==> src/rtl/wb_timeout_bridge_if.sv <==
// Classic Wishbone signal bundle. The bridge uses one instance on its upstream
// side (slave view) and one on its downstream side (master view).
interface wb_timeout_bridge_if;
   logic        cyc;
   logic        stb;
   logic        we;
   logic [3:0]  sel;
   logic [31:0] adr;
   logic [31:0] dat_w;
   logic        ack;
   logic [31:0] dat_r;

   modport master (output cyc, stb, we, sel, adr, dat_w, input ack, dat_r);
   modport slave  (input cyc, stb, we, sel, adr, dat_w, output ack, dat_r);
endinterface

==> src/rtl/wb_timeout_bridge.sv <==
// Registered Wishbone pass-through that self-acks with error data when the
// downstream harness never answers, and counts those timeouts for debug.
module wb_timeout_bridge #(
   parameter int unsigned TIMEOUT_CYCLES = 16,
   parameter logic [31:0] ERR_DATA       = 32'hDEAD_BEEF,
   parameter int unsigned CNT_W          = 16
) (
   input  logic                       wb_clk_i,
   input  logic                       wb_rstn_i,
   wb_timeout_bridge_if.slave         wbs,
   wb_timeout_bridge_if.master        wbm,
   output logic [CNT_W-1:0]           timeout_cnt_o,
   output logic                       timeout_pulse_o,
   output logic                       busy_o
);

   typedef enum logic [1:0] {IDLE, REQ, RESP} state_e;

   localparam logic [15:0] WAIT_LAST = 16'(TIMEOUT_CYCLES - 1);

   state_e             state_q, state_d;
   logic [15:0]        wait_q, wait_d;
   logic               stb_q, stb_d;
   logic               we_q, we_d;
   logic [3:0]         sel_q, sel_d;
   logic [31:0]        adr_q, adr_d;
   logic [31:0]        dat_q, dat_d;
   logic               ack_q, ack_d;
   logic [31:0]        rdat_q, rdat_d;
   logic [CNT_W-1:0]   cnt_q, cnt_d;
   logic               pulse_q, pulse_d;
   logic               busy_q, busy_d;

   always_comb begin
      // NOTE: every variable gets a default first so no path can infer a latch.
      state_d = state_q;
      wait_d  = wait_q;
      stb_d   = stb_q;
      we_d    = we_q;
      sel_d   = sel_q;
      adr_d   = adr_q;
      dat_d   = dat_q;
      ack_d   = 1'b0;
      rdat_d  = 32'h0;
      cnt_d   = cnt_q;
      pulse_d = 1'b0;

      unique case (state_q)
         IDLE: begin
            if (wbs.cyc && wbs.stb && !ack_q) begin
               we_d    = wbs.we;
               sel_d   = wbs.sel;
               adr_d   = wbs.adr;
               dat_d   = wbs.dat_w;
               stb_d   = 1'b1;
               wait_d  = 16'h0;
               state_d = REQ;
            end
         end
         REQ: begin
            if (!wbs.cyc) begin
               stb_d   = 1'b0;
               state_d = IDLE;
            end else if (wbm.ack) begin
               // A write never returns data, even if the harness drives some.
               rdat_d  = we_q ? 32'h0 : wbm.dat_r;
               ack_d   = 1'b1;
               stb_d   = 1'b0;
               state_d = RESP;
            end else if (wait_q == WAIT_LAST) begin
               rdat_d  = we_q ? 32'h0 : ERR_DATA;
               ack_d   = 1'b1;
               stb_d   = 1'b0;
               cnt_d   = (cnt_q == '1) ? cnt_q : cnt_q + CNT_W'(1);
               pulse_d = 1'b1;
               state_d = RESP;
            end else begin
               wait_d = wait_q + 16'd1;
            end
         end
         RESP: state_d = IDLE;
         default: state_d = IDLE;
      endcase

      busy_d = (state_d != IDLE);
   end

   // NOTE: state is updated with non-blocking assignments so every register
   // samples the pre-edge values of the others.
   always_ff @(posedge wb_clk_i or negedge wb_rstn_i) begin
      if (!wb_rstn_i) begin
         state_q <= IDLE;
         wait_q  <= 16'h0;
         stb_q   <= 1'b0;
         we_q    <= 1'b0;
         sel_q   <= 4'h0;
         adr_q   <= 32'h0;
         dat_q   <= 32'h0;
         ack_q   <= 1'b0;
         rdat_q  <= 32'h0;
         cnt_q   <= '0;
         pulse_q <= 1'b0;
         busy_q  <= 1'b0;
      end else begin
         state_q <= state_d;
         wait_q  <= wait_d;
         stb_q   <= stb_d;
         we_q    <= we_d;
         sel_q   <= sel_d;
         adr_q   <= adr_d;
         dat_q   <= dat_d;
         ack_q   <= ack_d;
         rdat_q  <= rdat_d;
         cnt_q   <= cnt_d;
         pulse_q <= pulse_d;
         busy_q  <= busy_d;
      end
   end

   assign wbm.cyc         = stb_q;
   assign wbm.stb         = stb_q;
   assign wbm.we          = we_q;
   assign wbm.sel         = sel_q;
   assign wbm.adr         = adr_q;
   assign wbm.dat_w       = dat_q;
   assign wbs.ack         = ack_q;
   assign wbs.dat_r       = rdat_q;
   assign timeout_cnt_o   = cnt_q;
   assign timeout_pulse_o = pulse_q;
   assign busy_o          = busy_q;

endmodule
==> src/flat_wrapper.sv <==
// flat-port wrapper written by rule: the top's interface ports become plain ports
module wb_timeout_bridge_flat 
#(
   parameter int unsigned TIMEOUT_CYCLES = 16,
   parameter logic [31:0] ERR_DATA       = 32'hDEAD_BEEF,
   parameter int unsigned CNT_W          = 16
)
  (wb_clk_i, wb_rstn_i, timeout_cnt_o, timeout_pulse_o, busy_o, wbs_cyc, wbs_stb, wbs_we, wbs_sel, wbs_adr, wbs_dat_w, wbs_ack, wbs_dat_r, wbm_cyc, wbm_stb, wbm_we, wbm_sel, wbm_adr, wbm_dat_w, wbm_ack, wbm_dat_r);
  wb_timeout_bridge_if wbs_i ();
  wb_timeout_bridge_if wbm_i ();
  input  logic wb_clk_i;
  input  logic wb_rstn_i;
  output logic [CNT_W-1:0] timeout_cnt_o;
  output logic timeout_pulse_o;
  output logic busy_o;
  input wire logic [$bits(wbs_i.cyc)-1:0] wbs_cyc;
  input wire logic [$bits(wbs_i.stb)-1:0] wbs_stb;
  input wire logic [$bits(wbs_i.we)-1:0] wbs_we;
  input wire logic [$bits(wbs_i.sel)-1:0] wbs_sel;
  input wire logic [$bits(wbs_i.adr)-1:0] wbs_adr;
  input wire logic [$bits(wbs_i.dat_w)-1:0] wbs_dat_w;
  output wire logic [$bits(wbs_i.ack)-1:0] wbs_ack;
  output wire logic [$bits(wbs_i.dat_r)-1:0] wbs_dat_r;
  output wire logic [$bits(wbm_i.cyc)-1:0] wbm_cyc;
  output wire logic [$bits(wbm_i.stb)-1:0] wbm_stb;
  output wire logic [$bits(wbm_i.we)-1:0] wbm_we;
  output wire logic [$bits(wbm_i.sel)-1:0] wbm_sel;
  output wire logic [$bits(wbm_i.adr)-1:0] wbm_adr;
  output wire logic [$bits(wbm_i.dat_w)-1:0] wbm_dat_w;
  input wire logic [$bits(wbm_i.ack)-1:0] wbm_ack;
  input wire logic [$bits(wbm_i.dat_r)-1:0] wbm_dat_r;
  assign wbs_i.cyc = wbs_cyc;
  assign wbs_i.stb = wbs_stb;
  assign wbs_i.we = wbs_we;
  assign wbs_i.sel = wbs_sel;
  assign wbs_i.adr = wbs_adr;
  assign wbs_i.dat_w = wbs_dat_w;
  assign wbs_ack = wbs_i.ack;
  assign wbs_dat_r = wbs_i.dat_r;
  assign wbm_cyc = wbm_i.cyc;
  assign wbm_stb = wbm_i.stb;
  assign wbm_we = wbm_i.we;
  assign wbm_sel = wbm_i.sel;
  assign wbm_adr = wbm_i.adr;
  assign wbm_dat_w = wbm_i.dat_w;
  assign wbm_i.ack = wbm_ack;
  assign wbm_i.dat_r = wbm_dat_r;
  wb_timeout_bridge #(.TIMEOUT_CYCLES(TIMEOUT_CYCLES), .ERR_DATA(ERR_DATA), .CNT_W(CNT_W)) u_core (.wb_clk_i(wb_clk_i), .wb_rstn_i(wb_rstn_i), .wbs(wbs_i), .wbm(wbm_i), .timeout_cnt_o(timeout_cnt_o), .timeout_pulse_o(timeout_pulse_o), .busy_o(busy_o));
endmodule
==> config.mk <==
export PLATFORM = sky130hd
export DESIGN_NAME = wb_timeout_bridge_flat
export DESIGN_NICKNAME = d
export VERILOG_FILES = /design/src/rtl/wb_timeout_bridge_if.sv /design/src/rtl/wb_timeout_bridge.sv /design/src/flat_wrapper.sv
export SDC_FILE = /design/constraint.sdc
export NUM_CORES = 1
export LEC_CHECK = 0
export CAP_MARGIN = 20
export CORE_MARGIN = 5
export CORE_UTILIZATION = 47
export CTS_CLUSTER_DIAMETER = 60
export DETAILED_ROUTE_END_ITERATION = 16
export GPL_TIMING_DRIVEN = 0
export PLACE_DENSITY_LB_ADDON = 0.08
export SLEW_MARGIN = 25
export SYNTH_ARGS = -nofsm -noshare
export SYNTH_HDL_FRONTEND = slang
export SYNTH_SLANG_ARGS = --single-unit
==> constraint.sdc <==
create_clock -name wb_clk_i -period 3.75 [get_ports wb_clk_i]
set_input_delay 0.5625 -clock wb_clk_i [delete_from_list [all_inputs] [get_ports wb_clk_i]]
set_output_delay 0.5625 -clock wb_clk_i [all_outputs]
set_load 0.05 [all_outputs]
==> flow_summary_export.csv <==
group,metric,value,unit
status,status,"complete, no violations",
drt,finalWirelength,16200,um
die,coreArea,0.01191,mm2
setup_path,slowest_stage,"clkdlybuf4s50_1",
sta,period_needed,2267,ps
power,seq_power_share,0.380,
setup_path,critPathRequiredTime,3190,ps
layout,layout.cells.non_filler,990,
drt,via_per_inst,5.046,
layout,drive_gt1_frac,0.06287,
clock_network,clock_latency,410,ps
die,fp-row-count,40,
setup_path,arrival,1700,ps
global_routing,grt_max_degree,84,
sta,worst_slew_pin_slew,651.8,ps
clock_network,ctsResizeCount,0,
sta,fmax,441.1,MHz
setup_path,r2r_setup_slack,1560,ps
sta,min_period_over_period,0.6046,
clock_network,cts_max_path_buffers,2,
layout,area_growth,52.97,%
layout,layout_commonest_cell,"clkdlybuf4s50_1",
drt,vias,4996,
logic_synthesis,syn_nets,697,
global_routing,antenna_found_initial,0,
power,power_density,534.7,mW/mm2
setup_path,r2r_cells,7,
setup_path,critPathCaptureType,"output port",
setup_path,path_delay_family,"buffers and inverters",
layout,layout_common_cells,"clkdlybuf4s50_1 (225), nand2_1 (223), dfrtp_1 (139), a21oi_1 (31), inv_1 (29)",
clock_network,cts_tree,"yes",
global_routing,grtUsageTotal,0.2326,
sta,tns,0,ps
global_routing,grt_pass1_vias,5252,
clock_network,cts.sinks,139,
setup_path,startpoint,"u_core.timeout_cnt_o[9]",
die,dieArea,0.01439,mm2
power,ir_drop,0.4090,mV
die,boundaryPins,228,
placement,dpl.cell_count,963,
setup_path,cp-endpoint,"timeout_cnt_o[9]",
setup_path,cp.depth,1,
logic_synthesis,syn_inst,589,
logic_synthesis,ys_ff_latch,139,
sta,skew,6.465,ps
power,p_clk_frac,0.330,
logic_synthesis,synth_edf_count,0,
layout,n_antenna_cell,0,
drt,detail-route-antenna-nets,0,
placement,numPortBuffers,226,
power,p_switching,1.559,mW
setup_path,critPathKind,"register to output port",
logic_synthesis,ys_warn_count,0,
global_routing,grt_pass1_wl,26430,um
drt,drtIter0Drc,388,
power,p_leak,4.196,nW
sta,setup_viol,0,
setup_path,critPathBufInv,1,
logic_synthesis,synthDistinctLibCells,47,
layout,fill_cells,899,
clock_network,htreeDepth,4,
placement,hpwlAfterDp,12090,um
clock_network,cts_buffers,17,
sta,hold_viol,0,
die,start_util,0.4771,
setup_path,crit_path_cell_trace,"clkdlybuf4s50_1",
sta,maxSlewViolCount,0,
drt,drc,0,
sta,whs,61.59,ps
power,intPower,3.090,mW
setup_path,crit_fanout,6,
drt,dr.pass1.iters,4,
power,share_comb_of_total_power,0.291,
die,die_h,120.0,um
global_routing,grt-ovfl-total,0,
clock_network,clockRootBuffer,"clkbuf_16",
clock_network,cts_hold_buf,0,
clock_network,clk_pin_slew,50,ps
sta,timing.slew.headroom,0.5621,
placement,place_congestion,0.8954,
setup_path,critPathMaxStageDelay,850,ps
drt,wl_per_cell,16.37,um
logic_synthesis,synth_area,0.005683,mm2
min_path,hp-class,"input port to asynchronous set/reset pin",
logic_synthesis,ys_seq_area_frac,0.6121,
logic_synthesis,syn_area_per_cell,9.648,um2
setup_path,critPathLaunchType,"register",
layout,fin_nets,943,
sta,layout_setup_ws,1483,ps
setup_path,reg2reg_to,"u_core.timeout_cnt_o[1]",
placement,post-place-ws,1134,ps
die,die_x,120.0,um
sta,rsz0062_at_grt,"no",
setup_path,reg2reg_from,"u_core.wait_q[0]",
logic_synthesis,async_reset_ff_frac,1.000,
clock_network,postCtsSetupBuffers,0,
run,drv_cap,0,
power,switching_share,0.3354,
logic_synthesis,ys.flop_type,"dfrtp_1",
[synthesized netlist by cell type (8+ instances only)]
cell | count | share of area
nand3_1 | 14 | 0.012
clkbuf_1 | 15 | 0.0099
a21oi_1 | 31 | 0.027
and2_1 | 11 | 0.012
xor2_1 | 9 | 0.014
nand2_1 | 223 | 0.15
dfrtp_1 | 139 | 0.61
o21ai_0 | 17 | 0.015
inv_1 | 29 | 0.019
nor2_1 | 18 | 0.012
nand4_1 | 13 | 0.014
buf_2 | 8 | 0.0070
[metal layers]
| layer | vias up | part of all wire | track usage |
|---|---|---|---|
| met2 | 197 | 0.50 | 0.3934 |
| li1 | 2377 | - | - |
| met3 | 24 | 0.093 | 0.09331 |
| met5 | - | 0 | 0 |
| met4 | 0 | 0.021 | 0.08948 |
| met1 | 2398 | 0.39 | 0.2638 |
[cell type report]
type | instances | area (um2) | share of cell area
multi-input combinational | 392 | 1954 | 0.2248
clock inverter | 3 | 40.04 | 0.004606
tap | 147 | 183.9 | 0.02116
clock buffer | 24 | 491.7 | 0.05656
timing repair buffer | 227 | 2295 | 0.2640
inverter | 29 | 108.9 | 0.01252
sequential | 139 | 3478 | 0.4001
buffer | 29 | 141.4 | 0.01626
[worst min-delay path by stage]
stage / slack (ps) / end
after detailed placement: 460 / u_core.wbm.sel[3]
after global placement: 460 / u_core.wbm.dat_w[10]
after global routing: 90 / u_core.timeout_cnt_o[12]
after floorplan: 270 / u_core.busy_o
final: 60 / u_core.timeout_cnt_o[12]
after CTS: 70 / u_core.timeout_cnt_o[12]
[power groups by stage]
stage | clock network [mW] | registers [mW] | logic, mW
4_1_cts | 1.56 | 1.77 | 1.36
3_3_place_gp | 0 | 1.78 | 1.34
6_report | 1.53 | 1.77 | 1.35
3_5_place_dp | 0 | 1.79 | 1.36
2_1_floorplan | 0 | 2.37 | 0.200
5_1_grt | 1.64 | 1.79 | 1.42
[logic make-up (layout without fill, tap and decap cells)]
logic type	after synthesis	in the layout	synth area share
simple gates	316	316	0.2563
mux	3	3	0.006384
flops	139	139	0.6121
xor+xnor	16	16	0.02466
compound gates	55	55	0.05218
buf+inv	58	312	0.04403
fa+ha+maj	2	2	0.004403
[through the flow]
| stage | power (mW) | cell area, um2 | util |
|---|---|---|---|
| global placement | 3.120 | 8129 | 0.6825 |
| global route | 4.850 | 8693 | 0.7298 |
| CTS | 4.693 | 8693 | 0.7298 |
| detailed placement | 3.149 | 8162 | 0.6852 |
| finish | 4.649 | 8693 | 0.7298 |
| floorplan | 2.568 | 5683 | - |
[sequential cells by signal, summed over array words and instances (netlist names)]
signal / count
u_core.busy_o: 1
u_core.state_q: 2
u_core.timeout_cnt_o: 16
u_core.timeout_pulse_o: 1
u_core.wait_q: 16
u_core.wbm.adr: 32
u_core.wbm.cyc: 1
u_core.wbm.dat_w: 32
u_core.wbm.sel: 4
u_core.wbm.we: 1
u_core.wbs.ack: 1
u_core.wbs.dat_r: 32
(Power assumes the default switching activity.)
